$ cat config.mk
export PLATFORM = sky130hd
export DESIGN_NAME = uart_tx_serializer
export DESIGN_NICKNAME = d
export VERILOG_FILES = /design/src/rtl/uart_tx_serializer.sv
export SDC_FILE = /design/constraint.sdc
export NUM_CORES = 1
export LEC_CHECK = 0
export CAP_MARGIN = 5
export CELL_PAD_IN_SITES_DETAIL_PLACEMENT = 0
export CELL_PAD_IN_SITES_GLOBAL_PLACEMENT = 2
export CORE_ASPECT_RATIO = 0.8
export CORE_MARGIN = 5
export CORE_UTILIZATION = 30
export CTS_CLUSTER_SIZE = 30
export DETAILED_ROUTE_END_ITERATION = 10
export PLACE_DENSITY = 0.82
export SETUP_SLACK_MARGIN = 0.5
export SLEW_MARGIN = 20
export SYNTH_ARGS = -nofsm -noshare
export SYNTH_HDL_FRONTEND = slang
export SYNTH_SLANG_ARGS = --single-unit
$ cat constraint.sdc
create_clock -name clk_i -period 2.5 [get_ports clk_i]
set_clock_uncertainty 0.2 [all_clocks]
set_input_delay 0.5 -clock clk_i [delete_from_list [all_inputs] [get_ports clk_i]]
set_output_delay 0.5 -clock clk_i [all_outputs]
set_load 0.005 [all_outputs]
$ cat src/rtl/uart_tx_serializer.sv
// uart_tx_serializer
//   Pops bytes from the UART transmit FIFO and shifts each one out as an
//   8N1 frame (8N2 when STOP_BITS=2): a start bit, then data LSB first,
//   then stop bit(s). Frames run back to back with no gap while the FIFO
//   stays non-empty. The line idles high.
//
// Ports
//   clk_i      system clock, rising edge
//   reset_i    synchronous active-high reset
//   data       FIFO head byte, valid while have_next=1
//   have_next  FIFO non-empty
//   next       one-cycle pop strobe (combinational)
//   tx         serial line (registered)
//   busy       high whenever a frame is in progress
module uart_tx_serializer #(
    parameter int CLKS_PER_BIT = 434,
    parameter int STOP_BITS    = 1
) (
    input  logic       clk_i,
    input  logic       reset_i,
    input  logic [7:0] data,
    input  logic       have_next,
    output logic       next,
    output logic       tx,
    output logic       busy
);
    localparam int CW = (CLKS_PER_BIT > 1) ? $clog2(CLKS_PER_BIT) : 1;

    localparam logic [1:0] S_IDLE  = 2'd0;
    localparam logic [1:0] S_START = 2'd1;
    localparam logic [1:0] S_DATA  = 2'd2;
    localparam logic [1:0] S_STOP  = 2'd3;

    localparam logic [CW-1:0] BAUD_LAST = CW'(CLKS_PER_BIT - 1);
    localparam logic [2:0]    STOP_LAST = 3'(STOP_BITS - 1);

    logic [1:0]    state_q, state_d;
    logic [CW-1:0] baud_q, baud_d;
    logic [2:0]    bit_q, bit_d;      // data bit index in DATA, stop bit index in STOP
    logic [7:0]    shreg_q, shreg_d;
    logic          tx_q, tx_d;
    logic          bit_end, frame_end, pop;

    assign bit_end   = (baud_q == BAUD_LAST);
    assign frame_end = (state_q == S_STOP) && bit_end && (bit_q == STOP_LAST);
    // Pop either from idle or on the very last stop cycle, so the next start
    // bit follows immediately.
    assign pop       = !reset_i && have_next && ((state_q == S_IDLE) || frame_end);

    always_comb begin
        state_d = state_q;
        baud_d  = baud_q;
        bit_d   = bit_q;
        shreg_d = shreg_q;
        if (pop) begin
            state_d = S_START;
            baud_d  = '0;
            bit_d   = '0;
            shreg_d = data;
        end else if (state_q != S_IDLE) begin
            baud_d = bit_end ? '0 : baud_q + 1'b1;
            if (bit_end) begin
                case (state_q)
                    S_START: begin
                        state_d = S_DATA;
                        bit_d   = '0;
                    end
                    S_DATA: begin
                        shreg_d = {1'b0, shreg_q[7:1]};
                        if (bit_q == 3'd7) begin
                            state_d = S_STOP;
                            bit_d   = '0;
                        end else begin
                            bit_d = bit_q + 3'd1;
                        end
                    end
                    S_STOP: begin
                        if (bit_q == STOP_LAST) begin
                            state_d = S_IDLE;
                            bit_d   = '0;
                        end else begin
                            bit_d = bit_q + 3'd1;
                        end
                    end
                    default: ;
                endcase
            end
        end
    end

    // tx is registered from the next-state values so the start bit appears
    // on the first cycle after the pop edge with no extra pipeline stage.
    always_comb begin
        tx_d = 1'b1;
        case (state_d)
            S_START: tx_d = 1'b0;
            S_DATA:  tx_d = shreg_d[0];
            default: tx_d = 1'b1;
        endcase
    end

    always_ff @(posedge clk_i) begin
        if (reset_i) begin
            state_q <= S_IDLE;
            baud_q  <= '0;
            bit_q   <= '0;
            shreg_q <= '0;
            tx_q    <= 1'b1;
        end else begin
            state_q <= state_d;
            baud_q  <= baud_d;
            bit_q   <= bit_d;
            shreg_q <= shreg_d;
            tx_q    <= tx_d;
        end
    end

    assign next = pop;
    assign tx   = tx_q;
    assign busy = (state_q != S_IDLE);

endmodule
# Yosys cells after proc, flatten, opt, wreduce, memory -nomap -nowiden
# Index checks and enable logic that the tools add are counted.
# word_totals
reg_bits	23
latch_bits	0
mem_bits_rw	0
romBits	0
in_bits	11
out_inout_bits	3
elab_cells	46
mem_count	0
# op_classes
add_sub_neg	2
mul	0
n_div	0
order_cmp	0
eq_ne	7
n_shift	0
muxes	15
n_bitwise	0
n_reduce_logical	16
# ops
cell	count
$mux 8	4
$mux 2	5
$add 9x1->9 const B	1
$eq 9x9->1 const B	1
$mux 9	1
$pmux 3 s3	1
$reduce_bool 2->1	4
$eq 2x2->1 const B	3
$mux 3	2
$pmux 2 s3	1
$reduce_and 3->1	2
$eq 2x1->1 const B	2
$logic_and 1x1->1	4
$add 3x1->3 const B	1
$eq 3x3->1 const B	1
$logic_not 3->1	1
$reduce_bool 3->1	1
$logic_not 2->1	1
$pmux 1 s2	1
$reduce_or 2->1	1
$logic_not 1->1	1
$logic_or 1x1->1	1

# Longest topological paths before layout
# logic_depth
word_depth	8
ltp_mapped	8
depth_no_buf	6

# Least setup slack after synthesis
# Ideal clock, no wire load.
# synth_path
kind	register to output
startpoint	reg baud_q[2]
endpoint	out next
arrival_ps	1788
t_required_ps	1800
slack_ps	12
stages_incl_launch_ff	7
path_buffers	3
cell_sequence	dfxtp_1 -> or4b_1 -> buf_6 -> o31ai_4 -> and2_0 -> buf_4 -> buf_12
# synth_via
elab_chain_cells	5
# synth_rtl
item	line	source
start, declared	38	logic [CW-1:0] baud_q, baud_d;
start signal, assigned	111	baud_q <= baud_d;
$eq 9x9->1	44	assign bit_end = (baud_q == BAUD_LAST);
$logic_and 1x1->1 (2 in series)	45	assign frame_end = (state_q == S_STOP) && bit_end && (bit_q == STOP_LAST);
$logic_or 1x1->1	48	assign pop = !reset_i && have_next && ((state_q == S_IDLE) || frame_end);
$logic_and 1x1->1	48	
end, declared	23	output logic next,
# No other way between the ends.

# Worst setup path after layout
# layout_path
startpoint	reg baud_q[3]
endpoint	out next
# The elaborated chain is that of the path after synthesis.

==> out/results.txt <==
outcome: complete, no violations
Startpoint Class: flip-flop
Critical Path Fanout Max: 2
FFs w/ async S/R, synth: 0%
share of cells above drive strength 1: 29.3%
Mean Syn Cell Area: 8.71 sq um
register area share after synthesis: 35.5%
share of the synthesized area in the top cell type: 35.5%
initial core utilization: 31.1%
Post-Synthesis Cells: 149
Worst Tran Pin Value: 0.348 ns
hold_sp: shreg_q[7]$_SDFFE_PP0P_
Slew HR: 76.7%
IO Pins: 14
first-pass GRT wire length: 5640 um
pin count of the biggest net entering global routing: 19
GRT Overall Usage: 12.5%
Post-synth EDFFs: 0
Syn Std Cell Area: 1300 sq um
final worst path period need: 2.38 ns
CTS Buffer Depth: 2
commonest cells in the netlist: 23 x dfxtp_1, 15 x inv_1, 12 x nor2_1
diode count: 0
Worst-path clk slew: 0.08 ns
r2r startpoint: baud_q[3]$_SDFFE_PP0P_
fmax: 0.420 GHz
synth warn: 0
row count: 21
hold path endpoint: shreg_q[6]$_SDFFE_PP0P_
Worst VDD drop: 0.218 mV
worst slack, placed: -0.0967 ns
Root Buffer: clkbuf_8
leak pwr: 0.654 nW
worst r2r dst: shreg_q[3]$_SDFFE_PP0P_
MaxCap Viol Count: 0
synth top area cells: dfxtp_1 35%, ha_1 4.8%, a221oi_1 4.7%
CTS Buf Count: 3
vias per cell: 5.10
R2R setup slack: 0.30 ns
via count: 1228
Worst Reg-to-Reg Cells: 7
Final nets: 201
PwrDens: 430 nW/um^2
count leader, synth: dfxtp_1
CTS H-tree lvls: 1
I/O Buffers: 13
Critical Path Sink Type: output port
Syn-to-layout area delta: 37.0%
Final WS setup: 0.117 ns
Post-Layout Cell Count: 241
period utilization: 95.3%
Clock Latency Late Sink: 0.27 ns
slowest CP cell: or4b_4
WS Path Type: reg -> out
final core occ: 42.6%
die area: 5750 sq um
Die X: 83.5 um
initial antenna violation count: 0
Syn Nets: 165
HP Class: reg -> reg
ANT nets after route: 0
Routed WL: 3430 um
hold path cells: 2
Synth cell types: 44
DIE HEIGHT: 68.8 um
drt pass-1 iters: 4
grt ovf: 0
most used flip-flop cell after synthesis: dfxtp_1
Residual DRC: 0
post-DP HPWL: 2280 um
global placement routability congestion: 0.800
clock sinks: 23
Crit path required time: 1.80 ns
DP Cell Count: 229
Worst path max stage delay: 0.56 ns
Setup violations, final: 0
Final Hold Vio Count: 0
CTS tree: yes
CP arrival: 1.68 ns
critical-path cell list: or4b_4 -> o31ai_4 -> and2_4 -> buf_6
Hold-fix buffers, CTS: 0
RSZ-0062 raised after global routing: true
Yosys reg bits: 23
final setup TNS: 0 ns
Pins Over Slew Limit: 0
via count of the first global-routing pass: 1160
CORE AREA: 4180 sq um
DR WL/cell: 14.2 um
initial drt markers: 88
Yosys top cell by area: dfxtp_1
through the flow:
stage	area, sq um	total power [mW]	hold WS, ns
global route	1780	0.809	0.290
finish	1780	0.764	0.277
CTS	1700	0.766	0.275
floorplan	1300	0.467	0.248
global placement	1580	0.514	0.254
detailed placement	1580	0.517	0.263
report_power, final:
| part | internal [mW] | switching (mW) |
|---|---|---|
| sequential | 0.381 | 0.00785 |
| combinational | 0.0677 | 0.0677 |
| clock | 0.114 | 0.126 |
| total | 0.563 | 0.201 |
worst max-delay path by stage:
stage	from	slack (ns)	endpoint	cells past startpoint
4_1_cts	baud_q[2]$_SDFFE_PP0P_	0.12	next	4
3_5_place_dp	have_next	-0.1	next	4
3_3_place_gp	have_next	-0.09	next	4
5_1_grt	baud_q[3]$_SDFFE_PP0P_	0.04	next	4
2_1_floorplan	baud_q[3]$_SDFFE_PP0P_	0.1	next	6
6_report	baud_q[3]$_SDFFE_PP0P_	0.12	next	4
routing by layer:
| layer | routed length, um | global-route usage, % | vias up |
|---|---|---|---|
| li1 | - | - | 614 |
| met1 | 1640 | 15.7 | 591 |
| met2 | 1620 | 21.2 | 21 |
| met3 | 133 | 3.21 | 2 |
| met4 | 36 | 4.22 | 0 |
| met5 | 0 | 0 | - |
worst max-delay path, delay by kind of cell (launching register included):
| family | cells | cell delay, ns |
|---|---|---|
| and+or+nand+nor | 2 | 0.74 |
| DFF | 1 | 0.32 |
| AOI/OAI and AO/OA | 1 | 0.27 |
| buffers and inverters | 1 | 0.09 |
kinds of logic after synthesis:
group,synth area share (%)
fa+ha+maj,4.82
xor+xnor,4.05
compound gates,24.2
flops,35.5
simple gates,22.3
buf+inv,9.16
flip-flops by register name, summed over array words and instances, names as in the netlist:
name	count
shreg_q	8
bit_q	3
baud_q	9
state_q	2
tx	1
cells in the final DEF (no fill, tap or decap), drive strengths merged, types with 2 or more instances in the layout:
cell and instances:
nor3 4, a22oi 8, nand3 4, nor4b 2, ha 5, dfxtp 23
nand3b 2, nand2 11, o2111ai 2, xor2 2, buf 28, a21oi 4
a221oi 7, or4b 2, nand4 2, o21ai 5, a211oi 4, nor2b 3
clkdlybuf4s50 11, nand2b 3, xnor2 4, inv 15, clkbuf 4, nor2 12
o31ai 2, nand4b 2
layout make-up:
| type | instances | area (sq um) |
|---|---|---|
| Timing Repair Buffer | 40 | 348 |
| Multi-Input combinational cell | 102 | 793 |
| Clock buffer | 4 | 45.0 |
| Tap cell | 57 | 71.3 |
| Sequential cell | 23 | 464 |
| Fill cell | 426 | 2400 |
| Inverter | 15 | 56.3 |
repair_timing:
action / 4_1_cts / 5_1_grt
pin swaps: 4 / 8
cloned: 1 / 0
resized for setup: 20 / 10
endpoints found under the setup margin: 20 / 21
setup buffers: 4 / 3
hold endpoints to repair: 0 / 0
No activity file was read; power rests on OpenSTA's default activity.
